--- src/rtl/unidade_controle_mc.sv ---
`default_nettype none
// ============================================================================
// Module      : unidade_controle_mc
// Description : Multicycle RV32I control FSM with instruction/data memory
//               ready handshakes and branch decode from ALU flags.
//               Define ILLEGAL_TRAP_EN to trap illegal opcodes (adds
//               illegal_instr); otherwise they retire as NOPs.
// Revision    : 1.0 - initial release
// ============================================================================
module unidade_controle_mc #(
    parameter int ALU_CMD_W = 4,
    parameter int FLAG_W    = 4
) (
    input  logic                 clk,
    input  logic                 rst,
    input  logic [6:0]           opcode,
    input  logic [2:0]           funct3,
    input  logic                 funct7_5,
    input  logic [FLAG_W-1:0]    alu_flags,
    input  logic                 i_mem_ready,
    input  logic                 d_mem_ready,
    output logic                 ir_we,
    output logic                 pc_we,
    output logic                 d_mem_re,
    output logic                 d_mem_we,
    output logic                 rf_we,
    output logic [ALU_CMD_W-1:0] alu_cmd,
    output logic [1:0]           alu_src_a,
    output logic                 alu_src_b,
    output logic [1:0]           pc_src,
    output logic [1:0]           rf_src,
`ifdef ILLEGAL_TRAP_EN
    output logic                 illegal_instr,
`endif
    output logic [3:0]           state_o
);

    localparam logic [6:0] c_OP_R     = 7'b0110011;
    localparam logic [6:0] c_OP_I     = 7'b0010011;
    localparam logic [6:0] c_OP_LOAD  = 7'b0000011;
    localparam logic [6:0] c_OP_STORE = 7'b0100011;
    localparam logic [6:0] c_OP_BR    = 7'b1100011;
    localparam logic [6:0] c_OP_JAL   = 7'b1101111;
    localparam logic [6:0] c_OP_JALR  = 7'b1100111;
    localparam logic [6:0] c_OP_LUI   = 7'b0110111;
    localparam logic [6:0] c_OP_AUIPC = 7'b0010111;

    localparam logic [ALU_CMD_W-1:0] c_ALU_ADD    = ALU_CMD_W'(0);
    localparam logic [ALU_CMD_W-1:0] c_ALU_SUB    = ALU_CMD_W'(1);
    localparam logic [ALU_CMD_W-1:0] c_ALU_PASS_B = ALU_CMD_W'(2);

    typedef enum logic [3:0] {
        S_FETCH     = 4'd0,
        S_DECODE    = 4'd1,
        S_EX_ALU    = 4'd2,
        S_EX_ALUI   = 4'd3,
        S_EX_ADDR   = 4'd4,
        S_MEM_RD    = 4'd5,
        S_MEM_WR    = 4'd6,
        S_EX_BRANCH = 4'd7,
        S_EX_JAL    = 4'd8,
        S_EX_JALR   = 4'd9,
        S_EX_UPPER  = 4'd10,
        S_WRITEBACK = 4'd11,
        S_TRAP      = 4'd12
    } state_t;

    state_t r_state;
    state_t w_next_state;
    logic   r_from_mem;
    logic   w_taken;

    wire w_z = alu_flags[3];
    wire w_n = alu_flags[2];
    wire w_c = alu_flags[1];
    wire w_v = alu_flags[0];

    always_comb begin
        w_taken = 1'b0;
        case (funct3)
            3'b000:  w_taken = w_z;
            3'b001:  w_taken = !w_z;
            3'b100:  w_taken = w_n ^ w_v;
            3'b101:  w_taken = !(w_n ^ w_v);
            3'b110:  w_taken = !w_c;
            3'b111:  w_taken = w_c;
            default: w_taken = 1'b0;
        endcase
    end

    always_comb begin
        w_next_state = S_FETCH;
        case (r_state)
            S_FETCH:     w_next_state = i_mem_ready ? S_DECODE : S_FETCH;
            S_DECODE: begin
                case (opcode)
                    c_OP_R:                  w_next_state = S_EX_ALU;
                    c_OP_I:                  w_next_state = S_EX_ALUI;
                    c_OP_LOAD, c_OP_STORE:   w_next_state = S_EX_ADDR;
                    c_OP_BR:                 w_next_state = S_EX_BRANCH;
                    c_OP_JAL:                w_next_state = S_EX_JAL;
                    c_OP_JALR:               w_next_state = S_EX_JALR;
                    c_OP_LUI, c_OP_AUIPC:    w_next_state = S_EX_UPPER;
`ifdef ILLEGAL_TRAP_EN
                    default:                 w_next_state = S_TRAP;
`else
                    default:                 w_next_state = S_FETCH;
`endif
                endcase
            end
            S_EX_ALU:    w_next_state = S_WRITEBACK;
            S_EX_ALUI:   w_next_state = S_WRITEBACK;
            S_EX_ADDR:   w_next_state = (opcode == c_OP_LOAD) ? S_MEM_RD : S_MEM_WR;
            S_MEM_RD:    w_next_state = d_mem_ready ? S_WRITEBACK : S_MEM_RD;
            S_MEM_WR:    w_next_state = d_mem_ready ? S_FETCH : S_MEM_WR;
            S_EX_BRANCH: w_next_state = S_FETCH;
            S_EX_JAL:    w_next_state = S_FETCH;
            S_EX_JALR:   w_next_state = S_FETCH;
            S_EX_UPPER:  w_next_state = S_WRITEBACK;
            S_WRITEBACK: w_next_state = S_FETCH;
            S_TRAP:      w_next_state = S_TRAP;
            default:     w_next_state = S_FETCH;
        endcase
    end

    // r_from_mem steers WRITEBACK to memory data for the load that just completed
    always_ff @(posedge clk) begin
        if (rst) begin
            r_state    <= S_FETCH;
            r_from_mem <= 1'b0;
        end else begin
            r_state <= w_next_state;
            if (r_state == S_MEM_RD && d_mem_ready) begin
                r_from_mem <= 1'b1;
            end else if (r_state == S_FETCH) begin
                r_from_mem <= 1'b0;
            end
        end
    end

    // Outputs follow the current state; reset suppresses every strobe and select
    always_comb begin
        ir_we     = 1'b0;
        pc_we     = 1'b0;
        d_mem_re  = 1'b0;
        d_mem_we  = 1'b0;
        rf_we     = 1'b0;
        alu_cmd   = c_ALU_ADD;
        alu_src_a = 2'd0;
        alu_src_b = 1'b0;
        pc_src    = 2'd0;
        rf_src    = 2'd0;
        if (!rst) begin
            case (r_state)
                S_FETCH: begin
                    ir_we = i_mem_ready;
                    pc_we = i_mem_ready;
                end
                S_EX_ALU: begin
                    alu_cmd = funct7_5 ? c_ALU_SUB : c_ALU_ADD;
                end
                S_EX_ALUI, S_EX_ADDR: begin
                    alu_src_b = 1'b1;
                end
                S_MEM_RD: begin
                    d_mem_re = 1'b1;
                    rf_src   = 2'd1;
                end
                S_MEM_WR: begin
                    d_mem_we = 1'b1;
                end
                S_EX_BRANCH: begin
                    alu_cmd = c_ALU_SUB;
                    pc_we   = w_taken;
                    pc_src  = w_taken ? 2'd1 : 2'd0;
                end
                S_EX_JAL: begin
                    pc_we  = 1'b1;
                    pc_src = 2'd1;
                    rf_we  = 1'b1;
                    rf_src = 2'd2;
                end
                S_EX_JALR: begin
                    alu_src_b = 1'b1;
                    pc_we     = 1'b1;
                    pc_src    = 2'd2;
                    rf_we     = 1'b1;
                    rf_src    = 2'd2;
                end
                S_EX_UPPER: begin
                    alu_src_b = 1'b1;
                    if (opcode == c_OP_LUI) begin
                        alu_src_a = 2'd2;
                        alu_cmd   = c_ALU_PASS_B;
                    end else begin
                        alu_src_a = 2'd1;
                    end
                end
                S_WRITEBACK: begin
                    rf_we  = 1'b1;
                    rf_src = r_from_mem ? 2'd1 : 2'd0;
                end
                default: ;
            endcase
        end
    end

    assign state_o = r_state;

`ifdef ILLEGAL_TRAP_EN
    assign illegal_instr = (r_state == S_TRAP);
`endif

endmodule
`default_nettype wire
--- config.mk ---
export PLATFORM = sky130hd
export DESIGN_NAME = unidade_controle_mc
export DESIGN_NICKNAME = d
export VERILOG_FILES = /design/src/rtl/unidade_controle_mc.sv
export SDC_FILE = /design/constraint.sdc
export NUM_CORES = 1
export LEC_CHECK = 0
export BUFFER_PORTS_ARGS = -buffer_cell sky130_fd_sc_hd__buf_4
export CORE_AREA = 2 2 44 46
export CTS_CLUSTER_DIAMETER = 30
export DETAILED_ROUTE_END_ITERATION = 8
export DIE_AREA = 0 0 46 48
export GPL_ROUTABILITY_DRIVEN = 1
export MAX_ROUTING_LAYER = met4
export PLACE_DENSITY_LB_ADDON = 0.3
export SLEW_MARGIN = 20
export SYNTH_ARGS = -nofsm -noshare
export SYNTH_HDL_FRONTEND = slang
export SYNTH_SLANG_ARGS = --single-unit
--- constraint.sdc ---
create_clock -name clk -period 1.5 [get_ports clk]
set_input_delay 0.225 -clock clk [delete_from_list [all_inputs] [get_ports clk]]
set_output_delay 0.225 -clock clk [all_outputs]
set_load 0.05 [all_outputs]
==> results of run 1 <==
cells by family after synthesis:
kind of cell | count (synthesis) | share of synthesized area, %
buffers and inverters | 13 | 10.1
xor gates and xnor gates | 3 | 5.75
other | 1 | 0.538
DFF | 5 | 14.4
and+or+nand+nor | 51 | 42.0
AOI/OAI and AO/OA | 31 | 27.3
cells in the final DEF (no fill, tap or decap), types with 2 or more instances in the layout:
| cell | synthesis | routed |
|---|---|---|
| buf_6 | 0 | 16 |
| nor3_1 | 8 | 3 |
| nor2_2 | 0 | 3 |
| dfxtp_4 | 0 | 4 |
| nand3b_1 | 5 | 5 |
| nor3_4 | 0 | 4 |
| nor3b_2 | 1 | 2 |
| nand2b_1 | 6 | 3 |
| clkbuf_4 | 0 | 3 |
| conb_1 | 1 | 2 |
| buf_8 | 0 | 5 |
| o21ai_0 | 7 | 6 |
| a21oi_1 | 12 | 9 |
| nand2_1 | 7 | 6 |
| and3_1 | 3 | 2 |
| a21oi_4 | 0 | 2 |
| buf_4 | 4 | 46 |
| nand2b_4 | 0 | 3 |
| xnor2_1 | 2 | 2 |
| nor2_1 | 10 | 2 |
| nor2_4 | 0 | 5 |
| a41oi_1 | 2 | 2 |
worst reg2reg max path, cell delays in order, from the launching register on:
cell and delay [ns]:
dfxtp_4 0.36, buf_4 0.14, buf_4 0.15, buf_4 0.17
o21ai_0 0.27, nand3b_1 0.24, a41oi_1 0.24
stage by stage:
step	setup TNS, ns	util [%]
final	-2.60	90.7
after global routing	-3.40	90.7
after CTS	-1.20	85.9
after detailed placement	-0.591	74.0
after global placement	-0.339	74.0
after floorplan	-1.07	-
power by group through the flow:
stage / clock, W / sequential (W) / combinational (W)
after global placement: 0 / 0.000146 / 0.000204
after CTS: 0.000163 / 0.000138 / 0.000239
final: 0.000168 / 0.000138 / 0.000276
after floorplan: 0 / 0.000147 / 0.000132
after global routing: 0.000184 / 0.000138 / 0.000286
after detailed placement: 0 / 0.000146 / 0.000209
worst max-delay path by stage:
stage	cells past startpoint	from	endpoint
after global routing	6	state_o[0]	alu_src_b
after global placement	6	funct3[0]	pc_we
after detailed placement	6	funct3[0]	pc_src[0]
final	6	state_o[0]	rf_src[0]
after floorplan	4	state_o[0]	alu_cmd[0]
after CTS	6	state_o[0]	alu_src_b
timing repair:
item                       4_1_cts  5_1_grt
setup endpoints to repair       14       16
resized for setup               27       15
pin swaps                        9        4
buffers inserted                10        3
cloned                           0        0
routing by layer:
metal / track usage (%) / share of wire (%) / vias to the layer above
met5: - / 0 / -
met4: 10.9 / 6.4 / 0
met3: 8.30 / 10 / 37
met2: 52.2 / 50 / 121
met1: 31.6 / 34 / 548
li1: - / - / 500
state kept, by name, indices dropped and copies added, names as in the netlist:
register,cells
r_from_mem,1
state_o,4
cell type report:
type	instances	area, sq um	share of cell area (%)
tap	17	21.3	1.39
clock buffer	4	26.3	1.72
inverter	1	3.75	0.245
multi-input combinational	87	764	49.9
timing repair buffer	67	601	39.2
sequential	5	115	7.52
==> results.yml, run 1 <==
job:
  cap_viol_max_count: 0
power:
  switching_share_pct: 39.0
  cellLeakagePower_nw: 0.638
  seq_power_share_pct: 23.7
  peakVddDrop_mv: 0.506
  p_comb_share_pct: 47.4
  total_power_w: 0.000582
  p_sw_w: 0.000227
  internal_power_w: 0.000355
  power_density_nw_per_um2: 380
  clkPwrFrac_pct: 28.9
critical_path:
  r2r_start: "state_o[0]"
  crit_family: "buffers and inverters"
  critical_path.slowest_cell: "dfxtp_4"
  crit_chain: "buf_6 > nand2b_4 > buf_6 > nor3_4 > a41o_4 > buf_8"
  end_kind: "primary output"
  cpMostUsedCell: "buf_6"
  cp_num_buf_inv: 3
  crit_required_ns: 1.27
  start_kind: "flop"
  worstPathMaxFanout: 5
  critPathKind: "reg2out"
  r2r_cells: 6
  r2r-end: "state_o[1]"
  ff2ff_setup_slack_ns: -0.16
  arrival_ns: 1.52
  slowest_delay_ns: 0.38
floorplan:
  fp-row-count: 15
  die_x_microns: 46
  die_area_sq_um: 2210
  ios: 39
  die_height_microns: 48
  start_util_pct: 41.3
  fp.coreArea_sq_um: 1690
finish:
  stdcell_area_sq_um: 1530
  stdcell_count: 181
  fin_nets: 184
  syn2layout_area_growth_pct: 120
  drive_above_1_share_pct: 65.2
  fillers: 69
  n_antenna_cell: 0
sta:
  hold_ws_ns: 0.284
  worst_slew_pin_slew_ns: 0.500
  finalWorstSetupSlack_ns: -0.244
  finalSetupViolations: 18
  period_minus_slack_ns: 1.74
  hold_violations: 0
  skew_ns: 0.0113
  rsz0062_at_grt: "true"
  max_freq_mhz: 574
  report.final.slew_viol_count: 0
  slew_headroom_pct: 66.4
  period_share_pct: 116
cts:
  cts_buffers: 3
  clk_pin_slew_ns: 0.05
  cts.root.buffer_cell: "clkbuf_4"
  cts.sinks: 5
  worstSkewPairLatency_ns: 0.25
  cts_tree: "yes"
  htreeDepth: 1
  holdBufCountCts: 0
  cts.path.max_buffers: 2
global_routing:
  grt_pass1_vias: 1012
  grt_antenna_before_repair: 0
  overflow: 0
  grt_max_degree: 13
  grt_usage_pct: 29.7
  grt_pass1_wl_microns: 4480
yosys:
  synth_seq_area_share_pct: 14.4
  ys.flop_type: "dfxtp_1"
  avgSynthCellArea_sq_um: 6.70
  ys_ff_latch: 5
  synthesis.area_sq_um: 697
  synth_top_area_cell: "dfxtp_1"
  synthCells: 104
  synth.most_common_cell: "a21oi_1"
  ys_warn_count: 0
  synth_common_cells: "12 x a21oi_1, 10 x nor2_1, 8 x nor3_1"
  synth_top_cell_area_share_pct: 14.4
  synth-edff-count: 0
  synthArstFlopShare_pct: 0
  synth_area_leaders: "dfxtp_1 14%, a21oi_1 8.6%, nor3_1 5.7%"
  synth_cell_types: 35
status:
  status: "complete, but fails checks"
  violations: "setup timing"
placement:
  place_inst: 164
  numPortBuffers: 36
  dpl_cell_area_sq_um: 1250
  pre_cts_slack_ns: -0.183
  dpl.hpwl_microns: 1810
  place.gp.congestion: 0.769
route:
  drt-total-wl_microns: 4200
  first_pass_iters: 4
  avgViaCountPerCell: 6.66
  vias: 1206
  wl_per_cell_microns: 23.2
  drc: 0
  drtIter0Drc: 63
  antenna_left: 0
min_path:
  worst_hold_path.endpoint: "r_from_mem"
  hold_path_class: "in2reg"
  whs_path_depth: 2
  hold_path.startpoint: "rst"
No activity file was read; power rests on OpenSTA's default activity.
==> inputs of run 2 (changes only) <==
Settings changed: GPL_TIMING_DRIVEN set to 0.
==> run 2 against run 1 <==
  * The flow now stops in global routing
  * Area after synthesis unchanged
  * Synthesized cell count unchanged
==> results.yml, run 2 <==
status:
  status: "stopped before the end"
  lastStage: "global routing"
  error_line: "[ERROR DPL-0038] Utilization greater than 100%, impossible to legalize"
yosys:
  synth.most_common_cell: "a21oi_1"
  synthCells: 104
  synth_area_leaders: "dfxtp_1 14%, a21oi_1 8.6%, nor3_1 5.7%"
  ys_warn_count: 0
  synth_cell_types: 35
  synth_top_cell_area_share_pct: 14.4
  synth_seq_area_share_pct: 14.4
  avgSynthCellArea_sq_um: 6.70
  synth_top_area_cell: "dfxtp_1"
  synthesis.area_sq_um: 697
  synth-edff-count: 0
  synth_common_cells: "12 x a21oi_1, 10 x nor2_1, 8 x nor3_1"
  ys_ff_latch: 5
  synthArstFlopShare_pct: 0
  ys.flop_type: "dfxtp_1"
floorplan:
  ios: 39
  die_height_microns: 48
  fp-row-count: 15
  die_x_microns: 46
  start_util_pct: 41.3
cts:
  htreeDepth: 1
  cts.root.buffer_cell: "clkbuf_4"
  cts_buffers: 3
  cts.sinks: 5
  holdBufCountCts: 0
  cts.path.max_buffers: 2
sta:
  crit_endpoint: "alu_src_b"
  timing.worst_endpoint.kind: "primary output"
placement:
  dpl.hpwl_microns: 1860
  place.gp.congestion: 0.803
  dpl_cell_area_sq_um: 1240
  numPortBuffers: 36
  place_inst: 158
global_routing:
  grt_max_degree: 11
## run 2: through the flow
step,utilization [%],setup slack [ns],TNS [ns]
after floorplan,-,-0.189,-1.07
after global placement,73.6,-0.330,-1.64
after detailed placement,73.6,-0.380,-2.04
after CTS,92.6,-0.200,-1.94
## run 2: cell families after synthesis
| kind of cell | count (synthesis) | share of synthesized area (%) |
|---|---|---|
| flops | 5 | 14.4 |
| buf+inv | 13 | 10.1 |
| simple gates | 51 | 42.0 |
| other cells | 1 | 0.538 |
| compound gates | 31 | 27.3 |
| xor+xnor | 3 | 5.75 |
## run 2: repair_timing
item                                    4_1_cts
buffers inserted                             19
pin swaps                                    14
cloned                                        0
resized for setup                            43
endpoints found under the setup margin       14
hold endpoints to repair                      0
==> inputs of run 3 (changes only) <==
Settings changed: CORE_AREA 2 2 44 46 to 2 2 63 65, CTS_CLUSTER_DIAMETER 30 to unset, DIE_AREA 0 0 46 48 to 0 0 65 67, MAX_ROUTING_LAYER met4 to unset, PLACE_DENSITY_LB_ADDON 0.3 to 0.15.
==> run 3 against run 2 <==
  * The flow now finishes, with violations (setup timing)
==> results.yml, run 3 (synthesis results as in run 1) <==
status:
  status: "complete, but fails checks"
  violations: "setup timing"
critical_path:
  crit_end: "alu_src_b"
  critical_path.slowest_cell: "dfxtp_4"
  r2r-end: "state_o[1]"
  ff2ff_setup_slack_ns: 0.14
  crit_cells: 6
  critPathKind: "reg2out"
  crit_chain: "buf_8 > buf_8 > a311oi_2 > nor2_2 > nor2_4 > buf_8"
  arrival_ns: 1.44
  r2r_start: "state_o[3]"
  crit_family: "buffers and inverters"
  crit_required_ns: 1.27
  cp_num_buf_inv: 3
  startpoint: "state_o[3]"
  slowest_delay_ns: 0.34
  worstPathMaxFanout: 10
  end_kind: "primary output"
  r2r_cells: 5
  start_kind: "flop"
  cpMostUsedCell: "buf_8"
floorplan:
  fp.coreArea_sq_um: 3610
  fp-row-count: 22
  die_height_microns: 67
  die_area_sq_um: 4360
  die_x_microns: 65
  start_util_pct: 19.3
  ios: 39
sta:
  period_minus_slack_ns: 1.67
  hold_ws_ns: 0.322
  period_share_pct: 111
  skew_ns: 0.000773
  rsz0062_at_grt: "true"
  finalSetupViolations: 12
  setup-tns-final_ns: -1.63
  max_freq_mhz: 599
  hold_violations: 0
  report.final.slew_viol_count: 0
  finalWorstSetupSlack_ns: -0.169
placement:
  place_inst: 189
  pre_cts_slack_ns: -0.406
  numPortBuffers: 36
  dpl.hpwl_microns: 2010
  place.gp.congestion: 0.790
global_routing:
  grt_max_degree: 11
  grt_pass1_vias: 913
  grt_pass1_wl_microns: 4420
  overflow: 0
  grt_usage_pct: 13.4
  grt_antenna_before_repair: 0
route:
  drc: 0
  first_pass_iters: 4
  drtIter0Drc: 29
  avgViaCountPerCell: 4.83
  drt-total-wl_microns: 2850
  antenna_left: 0
  vias: 980
  wl_per_cell_microns: 14.0
finish:
  syn2layout_area_growth_pct: 127
  drive_above_1_share_pct: 62.6
  final_common_cell: "buf_4"
  stdcell_count: 203
  n_antenna_cell: 0
  largest_reg_flops: 4
  fin_nets: 175
  final_cell_mix: "32 x buf_4, 12 x buf_8, 11 x buf_6"
job:
  cap_viol_max_count: 0
cts:
  cts.sinks: 5
  clk_pin_slew_ns: 0.04
  worstSkewPairLatency_ns: 0.22
  cts_tree: "yes"
  cts_buffers: 3
  cts.root.buffer_cell: "clkbuf_8"
  htreeDepth: 1
  cts.path.max_buffers: 2
power:
  cellLeakagePower_nw: 0.598
  power_density_nw_per_um2: 401
  total_power_w: 0.000635
  peakVddDrop_mv: 0.141
min_path:
  hold_path_class: "in2reg"
==> run 3: power breakdown <==
part | leakage [nW] | internal (W) | switching [W]
combinational | 0.531 | 0.000115 | 0.000137
sequential | 0.0436 | 0.000132 | 0.00000282
clock | 0.0228 | 0.000182 | 0.0000666
total | 0.598 | 0.000429 | 0.000206
==> run 3: worst min path at each step <==
stage               cells past startpoint  slack (ns)         end         from
finish                                  4        0.32  state_o[2]    opcode[6]
global route                            4        0.33  state_o[2]    opcode[6]
CTS                                     4        0.31  state_o[2]    opcode[6]
detailed placement                      2        0.50  r_from_mem   r_from_mem
global placement                        2        0.49  r_from_mem   r_from_mem
floorplan                               2        0.40  state_o[1]  d_mem_ready
==> run 3: worst register-to-register path: cells and delay by family, from the launching register on <==
family | cells | cell delay [ns]
and+or+nand+nor | 2 | 0.44
AOI/OAI and AO/OA | 1 | 0.21
buffers and inverters | 2 | 0.27
DFF | 1 | 0.34
==> run 3: what timing repair did <==
action / in CTS / in global routing
gates resized for setup: 37 / 8
hold buffers: 0 / 0
pin swaps: 7 / 8
setup endpoints to repair: 14 / 17
setup buffers: 10 / 1
==> run 3: stage by stage <==
step,utilization (%),cell area [sq um]
CTS,42.9,1550
global route,43.9,1580
finish,43.9,1580
detailed placement,35.5,1280
floorplan,-,951
global placement,35.5,1280
==> run 3: area by class of cell <==
cell class                 instances  area, sq um
sequential                         5          115
tap                               48         60.1
timing repair buffer              47          444
inverter                           1         3.75
clock buffer                       4         45.0
fill                             373         2020
buffer                            11          150
multi-input combinational         87          764
==> run 3: per-layer routing <==
layer	track usage, %	part of all wire, %	vias up	routed length, microns
met5	0	0	-	0
met4	5.59	1.3	0	38
met3	1.01	1.5	4	44
met2	26.2	58	20	1650
met1	14.8	39	475	1120
li1	-	-	481	-
==> inputs of run 4 (changes only) <==
Settings changed: TNS_END_PERCENT set to 5.
==> run 4 against run 3 <==
  * The flow still finishes with violations (setup timing)
  * Wire length down 5.9%
  * Flip-flop and latch count unchanged
  * Register-to-register slack about the same
  * Clock-buffer cell count stayed put
  * Largest power group unchanged
  * Highest routed layer unchanged
==> results.yml, run 4 (synthesis results as in run 1) <==
global_routing:
  grt_pass1_vias: 918
  overflow: 0
  grt_usage_pct: 12.7
  grt_max_degree: 12
  grt_antenna_before_repair: 0
  grt_pass1_wl_microns: 4350
placement:
  numPortBuffers: 36
  place.gp.congestion: 0.761
  pre_cts_slack_ns: -0.375
  dpl.hpwl_microns: 1960
  dpl_cell_area_sq_um: 1220
min_path:
  hold_path.startpoint: "opcode[6]"
  worst_hold_path.endpoint: "state_o[2]"
  hold_path_class: "in2reg"
  whs_path_depth: 4
cts:
  cts.root.buffer_cell: "clkbuf_8"
  cts.sinks: 5
  cts_tree: "yes"
  cts_buffers: 3
  worstSkewPairLatency_ns: 0.22
  holdBufCountCts: 0
  cts.path.max_buffers: 2
  htreeDepth: 1
  clk_pin_slew_ns: 0.03
sta:
  period_minus_slack_ns: 1.69
  hold_violations: 0
  finalSetupViolations: 13
  hold_ws_ns: 0.316
  period_share_pct: 112
  report.final.slew_viol_count: 0
  max_freq_mhz: 593
  rsz0062_at_grt: "true"
  finalWorstSetupSlack_ns: -0.186
  skew_ns: 0.00162
floorplan:
  die_x_microns: 65
  start_util_pct: 19.3
  fp-row-count: 22
  die_height_microns: 67
  fp.coreArea_sq_um: 3610
  ios: 39
  die_area_sq_um: 4360
power:
  clkPwrFrac_pct: 39.2
  p_sw_w: 0.000208
  switching_share_pct: 32.5
  peakVddDrop_mv: 0.277
  seq_power_share_pct: 21.2
  cellLeakagePower_nw: 0.592
  p_comb_share_pct: 39.7
  power_density_nw_per_um2: 418
  internal_power_w: 0.000432
  total_power_w: 0.000641
job:
  cap_viol_max_count: 0
finish:
  final_common_cell: "buf_4"
  final_cell_mix: "37 x buf_4, 13 x buf_6, 9 x a21oi_1"
  n_antenna_cell: 0
  drive_above_1_share_pct: 63.2
  largest_reg_flops: 4
  fin_nets: 175
  stdcell_area_sq_um: 1530
  final_util_pct: 42.5
  syn2layout_area_growth_pct: 120
critical_path:
  ff2ff_setup_slack_ns: 0.15
  slowest_delay_ns: 0.35
  startpoint: "state_o[0]"
  critPathKind: "reg2out"
  critical_path.slowest_cell: "dfxtp_4"
  crit_chain: "buf_8 > nand2b_4 > a311oi_2 > nor2_2 > nor2_4 > buf_8"
  crit_required_ns: 1.27
  r2r_cells: 5
  r2r_start: "state_o[3]"
  worstPathMaxFanout: 7
  end_kind: "primary output"
  cpMostUsedCell: "buf_8"
  arrival_ns: 1.46
  start_kind: "flop"
  r2r-end: "state_o[0]"
route:
  first_pass_iters: 4
  antenna_left: 0
  drc: 0
  vias: 974
  drtIter0Drc: 27
  drt-total-wl_microns: 2680
  avgViaCountPerCell: 4.80
  wl_per_cell_microns: 13.2
status:
  violations: "setup timing"
  status: "complete, but fails checks"
## run 4: cell counts in the layout (fill, tap and decap cells not counted)
Identical to the previous run, type by type.
## run 4: timing repair
action                     4_1_cts  5_1_grt
gates resized for setup         39        9
setup endpoints to repair       14       17
buffers inserted                 8        3
pin swaps                        6        3
## run 4: critical path: cells and delay by family (launching register included)
family / cells / cell delay [ns]
AND/OR/NAND/NOR: 3 / 0.31
flip-flops: 1 / 0.35
AO/OA/AOI/OAI: 1 / 0.29
buffers and inverters: 2 / 0.28
## run 4: power groups by stage
stage	Clock [W]	Combinational [W]	Sequential (W)
floorplan	0	0.000126	0.000146
global route	0.000260	0.000271	0.000136
global placement	0	0.000210	0.000136
detailed placement	0	0.000212	0.000137
CTS	0.000253	0.000247	0.000136
finish	0.000251	0.000254	0.000136
## run 4: final cells by class
type / instances / area (sq um)
plain buffers: 11 / 131
clock buffers: 4 / 45.0
fillers: 375 / 2070
inverters: 1 / 3.75
multi-input cells: 87 / 766
flip-flops and latches: 5 / 115
well taps: 48 / 60.1
repair buffers: 47 / 413
## run 4: stage by stage
step                      cells  TNS (ns)
after floorplan             105     -1.59
final                       203     -1.70
after detailed placement    189     -2.21
after CTS                   200     -1.73
after global routing        203     -2.31
after global placement      189     -2.23
## run 4: metal layers
metal | global-route usage, % | wire length [microns] | vias up
met5 | 0 | 0 | -
met4 | 4.52 | 26 | 0
met3 | 1.35 | 134 | 4
met2 | 22.0 | 1360 | 34
met1 | 16.2 | 1170 | 455
li1 | - | - | 481
## run 4: worst max-delay path by stage
| stage | end | slack (ns) | cells past startpoint |
|---|---|---|---|
| 6_report | alu_src_b | -0.19 | 6 |
| 5_1_grt | alu_src_b | -0.23 | 6 |
| 4_1_cts | alu_src_b | -0.19 | 6 |
| 3_5_place_dp | alu_src_a[1] | -0.37 | 6 |
| 3_3_place_gp | alu_src_a[1] | -0.37 | 6 |
| 2_1_floorplan | alu_cmd[0] | -0.19 | 4 |
